[src/rtl/reg_file_mp.sv]
// rtl/reg_file_mp.sv - multi-port register file with registered reads and one write port.
// Define REGFILE_BYPASS_EN for write-first forwarding on same-edge read/write collisions.
module reg_file_mp #(
  parameter int DATA_W  = 32,
  parameter int ADDR_W  = 5,
  parameter int DEPTH   = 1 << ADDR_W,
  parameter int NUM_RD  = 2,
  parameter bit ZERO_R0 = 1'b1
) (
  input  logic                     clk,
  input  logic                     rst,
  input  logic [NUM_RD-1:0]        rd_en,
  input  logic [NUM_RD*ADDR_W-1:0] rd_addr,
  output logic [NUM_RD*DATA_W-1:0] rd_data,
  output logic [NUM_RD-1:0]        rd_val,
  input  logic                     wr_en,
  input  logic [ADDR_W-1:0]        wr_addr,
  input  logic [DATA_W-1:0]        wr_data,
  output logic                     wr_err
);

  // One extra bit so DEPTH == 2^ADDR_W still compares correctly.
  localparam logic [ADDR_W:0] DEPTH_W = (ADDR_W+1)'(DEPTH);

  logic [DATA_W-1:0]        mem_q [DEPTH];
  logic [NUM_RD*DATA_W-1:0] rd_data_q, rd_data_d;
  logic [NUM_RD-1:0]        rd_val_q, rd_val_d;
  logic                     wr_err_q, wr_err_d;
  logic                     wr_in_range, wr_fire;
  logic [ADDR_W-1:0]        ra [NUM_RD];

  always_comb begin
    wr_in_range = {1'b0, wr_addr} < DEPTH_W;
    wr_fire     = wr_en && wr_in_range && !(ZERO_R0 && (wr_addr == '0));
    wr_err_d    = wr_en && !wr_in_range;
  end

  always_comb begin
    rd_data_d = '0;
    rd_val_d  = rd_en;
    for (int p = 0; p < NUM_RD; p++) begin
      ra[p] = rd_addr[p*ADDR_W +: ADDR_W];
      if (rd_en[p] && ({1'b0, ra[p]} < DEPTH_W) && !(ZERO_R0 && (ra[p] == '0))) begin
        rd_data_d[p*DATA_W +: DATA_W] = mem_q[ra[p]];
`ifdef REGFILE_BYPASS_EN
        if (wr_fire && (wr_addr == ra[p])) begin
          rd_data_d[p*DATA_W +: DATA_W] = wr_data;
        end
`endif
      end
    end
  end

  always_ff @(posedge clk or posedge rst) begin
    if (rst) begin
      for (int i = 0; i < DEPTH; i++) begin
        mem_q[i] <= '0;
      end
      rd_data_q <= '0;
      rd_val_q  <= '0;
      wr_err_q  <= 1'b0;
    end else begin
      if (wr_fire) begin
        mem_q[wr_addr] <= wr_data;
      end
      rd_data_q <= rd_data_d;
      rd_val_q  <= rd_val_d;
      wr_err_q  <= wr_err_d;
    end
  end

  assign rd_data = rd_data_q;
  assign rd_val  = rd_val_q;
  assign wr_err  = wr_err_q;

endmodule

[config.mk]
export PLATFORM = sky130hd
export DESIGN_NAME = reg_file_mp
export DESIGN_NICKNAME = d
export VERILOG_FILES = /design/src/rtl/reg_file_mp.sv
export SDC_FILE = /design/constraint.sdc
export NUM_CORES = 2
export LEC_CHECK = 0
export BUFFER_PORTS_ARGS = -buffer_cell sky130_fd_sc_hd__buf_2
export CAP_MARGIN = 20
export CORE_ASPECT_RATIO = 1.1
export CORE_MARGIN = 2
export CORE_UTILIZATION = 39
export CTS_CLUSTER_DIAMETER = 150
export DETAILED_ROUTE_END_ITERATION = 16
export PLACE_DENSITY = 0.58
export SLEW_MARGIN = 20
export SYNTH_ARGS = -nofsm -noshare
export SYNTH_HDL_FRONTEND = slang
export SYNTH_SLANG_ARGS = --single-unit
export TNS_END_PERCENT = 1
[constraint.sdc]
create_clock -name clk -period 99 [get_ports clk]
set_input_delay 19.8 -clock clk [delete_from_list [all_inputs] [get_ports clk]]
set_output_delay 19.8 -clock clk [all_outputs]
set_load 0.01 [all_outputs]
==> report_table.html <==
<table>
<tr><th>Metric</th><th>Value</th></tr>
<tr><th colspan="2">Setup path</th></tr>
<tr><td>Setup slack of the worst register-to-register path</td><td>97.04 ns</td></tr>
<tr><td>Crit start category</td><td>primary input</td></tr>
<tr><td>Crit Path Category</td><td>in -&gt; reg</td></tr>
<tr><td>Crit path arrival time</td><td>23.38 ns</td></tr>
<tr><td>Required @ worst endpoint</td><td>99.62 ns</td></tr>
<tr><td>Maximum net fanout on the critical path</td><td>65</td></tr>
<tr><td>Crit. End Element</td><td>flip-flop</td></tr>
<tr><th colspan="2">Synthesis</th></tr>
<tr><td>Cell types with the highest counts after synthesis</td><td>1090 x sky130_fd_sc_hd__dfrtp_1, 1053 x sky130_fd_sc_hd__mux2_2, 512 x sky130_fd_sc_hd__mux2i_1</td></tr>
<tr><td>Mean area per synthesized cell</td><td>14.1 um2</td></tr>
<tr><td>Synth area leader</td><td>sky130_fd_sc_hd__dfrtp_1</td></tr>
<tr><td>EDFF count, synth</td><td>0</td></tr>
<tr><td>Most instantiated library cell after synthesis</td><td>sky130_fd_sc_hd__dfrtp_1</td></tr>
<tr><td>Post-synth top flop</td><td>sky130_fd_sc_hd__dfrtp_1</td></tr>
<tr><td>Most area-consuming cells after synthesis</td><td>sky130_fd_sc_hd__dfrtp_1 48%, sky130_fd_sc_hd__mux2_2 21%, sky130_fd_sc_hd__mux4_2 10%, sky130_fd_sc_hd__mux2i_1 9.1%, sky130_fd_sc_hd__o221ai_1 2.0%</td></tr>
<tr><td>Area share of fa/ha/maj cells after synthesis</td><td>0</td></tr>
<tr><td>Yosys Warn Count</td><td>0</td></tr>
<tr><td>Cell variety after synth</td><td>38</td></tr>
<tr><td>Complex-gate fraction of the synthesized area</td><td>0.0527</td></tr>
<tr><td>Cell area after synthesis</td><td>56500 um2</td></tr>
<tr><td>Largest family of logic cells by synthesized area</td><td>multiplexers</td></tr>
<tr><td>Syn Nets</td><td>4070</td></tr>
<tr><td>Part of the Yosys area used for sequential elements</td><td>0.483</td></tr>
<tr><td>Area share of the largest cell type after synthesis</td><td>0.483</td></tr>
<tr><td>Seq cells post-synth</td><td>1090</td></tr>
<tr><td>Fraction of registers with async set/reset</td><td>1.00</td></tr>
<tr><td>Synthesized instance count</td><td>4018</td></tr>
<tr><td>Synth Area in XOR/XNOR</td><td>0</td></tr>
<tr><td>Mux cell area share after synthesis</td><td>0.403</td></tr>
<tr><td>Simple-gate area share of the yosys netlist</td><td>0.0226</td></tr>
<tr><th colspan="2">STA</th></tr>
<tr><td>Setup repair after global routing missed its margin</td><td>false</td></tr>
<tr><td>Shortest period the worst path allows</td><td>22.76 ns</td></tr>
<tr><td>Highest attainable clock frequency</td><td>0.0439 GHz</td></tr>
<tr><td>Setup TNS</td><td>0 ns</td></tr>
<tr><td>Final Hold Fails</td><td>0</td></tr>
<tr><td>Final cycle utilization of the critical path</td><td>0.230</td></tr>
<tr><td>Least-Margin Pin Slew</td><td>1.24 ns</td></tr>
<tr><td>Final Slew Violations</td><td>0</td></tr>
<tr><td>Worst clock skew</td><td>0.0313 ns</td></tr>
<tr><td>Headroom to the max-slew limit</td><td>0.171</td></tr>
<tr><td># setup viols final</td><td>0</td></tr>
<tr><th colspan="2">Clock tree</th></tr>
<tr><td>H-tree level count</td><td>3</td></tr>
<tr><td>Clock root buffer</td><td>sky130_fd_sc_hd__clkbuf_16</td></tr>
<tr><td>Max Buffers Root-to-Sink</td><td>3</td></tr>
<tr><td>Clock slew at the register clock pins of the worst setup and hold paths</td><td>0.06 ns</td></tr>
<tr><td>Worst-Skew Late Latency</td><td>0.78 ns</td></tr>
<tr><td>Clk sink count</td><td>1090</td></tr>
<tr><td>Number of buffers inserted during clock tree synthesis</td><td>120</td></tr>
<tr><td>TritonCTS clock tree</td><td>yes</td></tr>
<tr><td>Resized cells post-CTS</td><td>0</td></tr>
<tr><td>Post-CTS Setup Repair Bufs</td><td>0</td></tr>
<tr><td>Quantity of hold-fixing buffers added after cts</td><td>0</td></tr>
<tr><th colspan="2">Floorplanning</th></tr>
<tr><td>Standard cell core area</td><td>144000 um2</td></tr>
<tr><td>Die outline height</td><td>403 um</td></tr>
<tr><td>Total Die Area</td><td>148000 um2</td></tr>
<tr><td>Number of top-level pins</td><td>119</td></tr>
<tr><td>Initial cell density of the core</td><td>0.392</td></tr>
<tr><td>Chip width</td><td>367 um</td></tr>
<tr><td>Number of core rows</td><td>146</td></tr>
<tr><th colspan="2">Global route</th></tr>
<tr><td>First-pass GRT wire length</td><td>274 mm</td></tr>
<tr><td>Total track usage</td><td>0.254</td></tr>
<tr><td>GR Overflow Total</td><td>0</td></tr>
<tr><td>Vias in the first global route</td><td>37500</td></tr>
<tr><td>Antenna violations before repair</td><td>14</td></tr>
<tr><td>Largest net degree at the start of global routing</td><td>175</td></tr>
<tr><th colspan="2">Hold path</th></tr>
<tr><td>Classification of the worst-slack hold path</td><td>reg -&gt; reg</td></tr>
<tr><th colspan="2">Drt</th></tr>
<tr><td>Final routed wirelength across all metal layers</td><td>189 mm</td></tr>
<tr><td>Routed wirelength normalized by instance count</td><td>31.8 um</td></tr>
<tr><td>Post-detailed-route via-to-cell ratio</td><td>6.21</td></tr>
<tr><td>Count of nets left with antenna violations after detail routing</td><td>0</td></tr>
<tr><td>Via count</td><td>36800</td></tr>
<tr><td>Initial DRC count</td><td>3310</td></tr>
<tr><td>DRC violation count after routing</td><td>0</td></tr>
<tr><td>Total iterations of the first detailed-routing run</td><td>7</td></tr>
<tr><th colspan="2">Placed design</th></tr>
<tr><td>IO Port Bufs</td><td>117</td></tr>
<tr><td>Final Wtd Congestion</td><td>0.781</td></tr>
<tr><td>Placed wire-length estimate</td><td>104 mm</td></tr>
<tr><th colspan="2">Final layout</th></tr>
<tr><td>Layout overhead on the synthesized area</td><td>11.1%</td></tr>
<tr><td>End-of-flow core utilization</td><td>0.436</td></tr>
<tr><td>Final net count</td><td>3949</td></tr>
<tr><td>Fill cell count</td><td>13200</td></tr>
<tr><td>Fraction of layout cells with a size suffix above 1</td><td>0.445</td></tr>
<tr><th colspan="2">Pwr</th></tr>
<tr><td>Leakage</td><td>0.0279 uW</td></tr>
<tr><td>Pwr/cell area</td><td>20.8 nW/um2</td></tr>
<tr><td>Max VDD drop</td><td>17.6 uV</td></tr>
<tr><th colspan="2">Outcome</th></tr>
<tr><td>Run status</td><td>finished, final reports clean</td></tr>
<tr><th colspan="2">Flow run</th></tr>
<tr><td>Max-cap violations</td><td>0</td></tr>
</table>
## cell usage in the layout, fill, tap and decap left out, types with 4 or more instances in the layout
cell type	count
sky130_fd_sc_hd__buf_4	91
sky130_fd_sc_hd__a22oi_1	64
sky130_fd_sc_hd__a221oi_1	64
sky130_fd_sc_hd__o221ai_1	128
sky130_fd_sc_hd__mux4_2	256
sky130_fd_sc_hd__nand3b_1	5
sky130_fd_sc_hd__nand2_4	4
sky130_fd_sc_hd__buf_6	4
sky130_fd_sc_hd__nor2b_4	6
sky130_fd_sc_hd__a21oi_1	64
sky130_fd_sc_hd__dfrtp_1	1090
sky130_fd_sc_hd__clkbuf_8	31
sky130_fd_sc_hd__buf_2	109
sky130_fd_sc_hd__clkinv_2	25
sky130_fd_sc_hd__nor2_4	16
sky130_fd_sc_hd__diode_2	5
sky130_fd_sc_hd__mux2_2	1053
sky130_fd_sc_hd__nand4_1	65
sky130_fd_sc_hd__clkbuf_16	121
sky130_fd_sc_hd__nand2_2	11
sky130_fd_sc_hd__mux2i_1	512
sky130_fd_sc_hd__a211oi_1	64
sky130_fd_sc_hd__nand2_1	131
sky130_fd_sc_hd__bufinv_16	16
sky130_fd_sc_hd__buf_8	4
sky130_fd_sc_hd__clkbuf_1	17
## layout make-up
cell class | instances | area, um2 | share of cell area
repair buffers | 210 | 1380 | 0.0220
diodes | 5 | 12.5 | 0.000200
multi-input cells | 2472 | 27300 | 0.435
inverters | 3 | 18.8 | 0.000299
well taps | 1924 | 2410 | 0.0384
clock buffers | 169 | 3520 | 0.0561
flip-flops and latches | 1090 | 27300 | 0.435
clock inverters | 53 | 786 | 0.0125
## where the power goes
| part | internal [uW] | switching, uW |
|---|---|---|
| clock network | 290 | 199 |
| logic | 131 | 101 |
| registers | 527 | 59.0 |
| total | 947 | 358 |
## worst max-delay path, stage by stage
cell and delay, ns:
sky130_fd_sc_hd__buf_8 0.55, sky130_fd_sc_hd__buf_4 0.76, sky130_fd_sc_hd__buf_4 0.85, sky130_fd_sc_hd__mux4_2 0.60
sky130_fd_sc_hd__mux2_2 0.28, sky130_fd_sc_hd__a221oi_1 0.29, sky130_fd_sc_hd__a211oi_1 0.09
## final timing paths
| check | startpoint | endpoint | cells after the start |
|---|---|---|---|
| min in group asynchronous | rst | mem_q[405] | 2 |
| setup / recovery | rd_addr[0] | rd_data[30] | 7 |
| hold / removal | mem_q[1016] | mem_q[1016] | 0 |
| max in group asynchronous | rst | rd_data[13] | 5 |
| setup reg to reg | mem_q[74] | rd_data[42] | 4 |
| hold reg to reg | mem_q[1016] | mem_q[1016] | 0 |
## sequential cells by signal, summed over array words and instances, names as in the netlist
signal	count
rd_val	2
rd_data	64
mem_q	1024
## per-layer routing
metal | GRT usage | routed length (um)
met2 | 0.395 | 86700
met3 | 0.0541 | 13200
met5 | 0 | 80
met1 | 0.354 | 82600
met4 | 0.0827 | 6100
## logic make-up after synthesis
logic type,Yosys count
AND/OR/NAND/NOR,261
other,1
buffers and inverters,456
AO/OA/AOI/OAI,386
flip-flops,1090
multiplexers,1824
## stage by stage
step | hold slack (ns) | setup WS [ns] | instances | instance area, um2 | total power (uW)
2_1_floorplan | 0.441 | 48.51 | 4018 | 56500 | 760
3_3_place_gp | 0.377 | 75.50 | 5697 | 58300 | 816
3_5_place_dp | 0.387 | 75.45 | 5699 | 58400 | 824
4_1_cts | 0.400 | 76.31 | 5921 | 62700 | 1310
5_1_grt | 0.407 | 76.04 | 5922 | 62700 | 1360
6_report | 0.400 | 76.24 | 5926 | 62700 | 1310
Note: power is estimated with default switching activity, not from simulation.
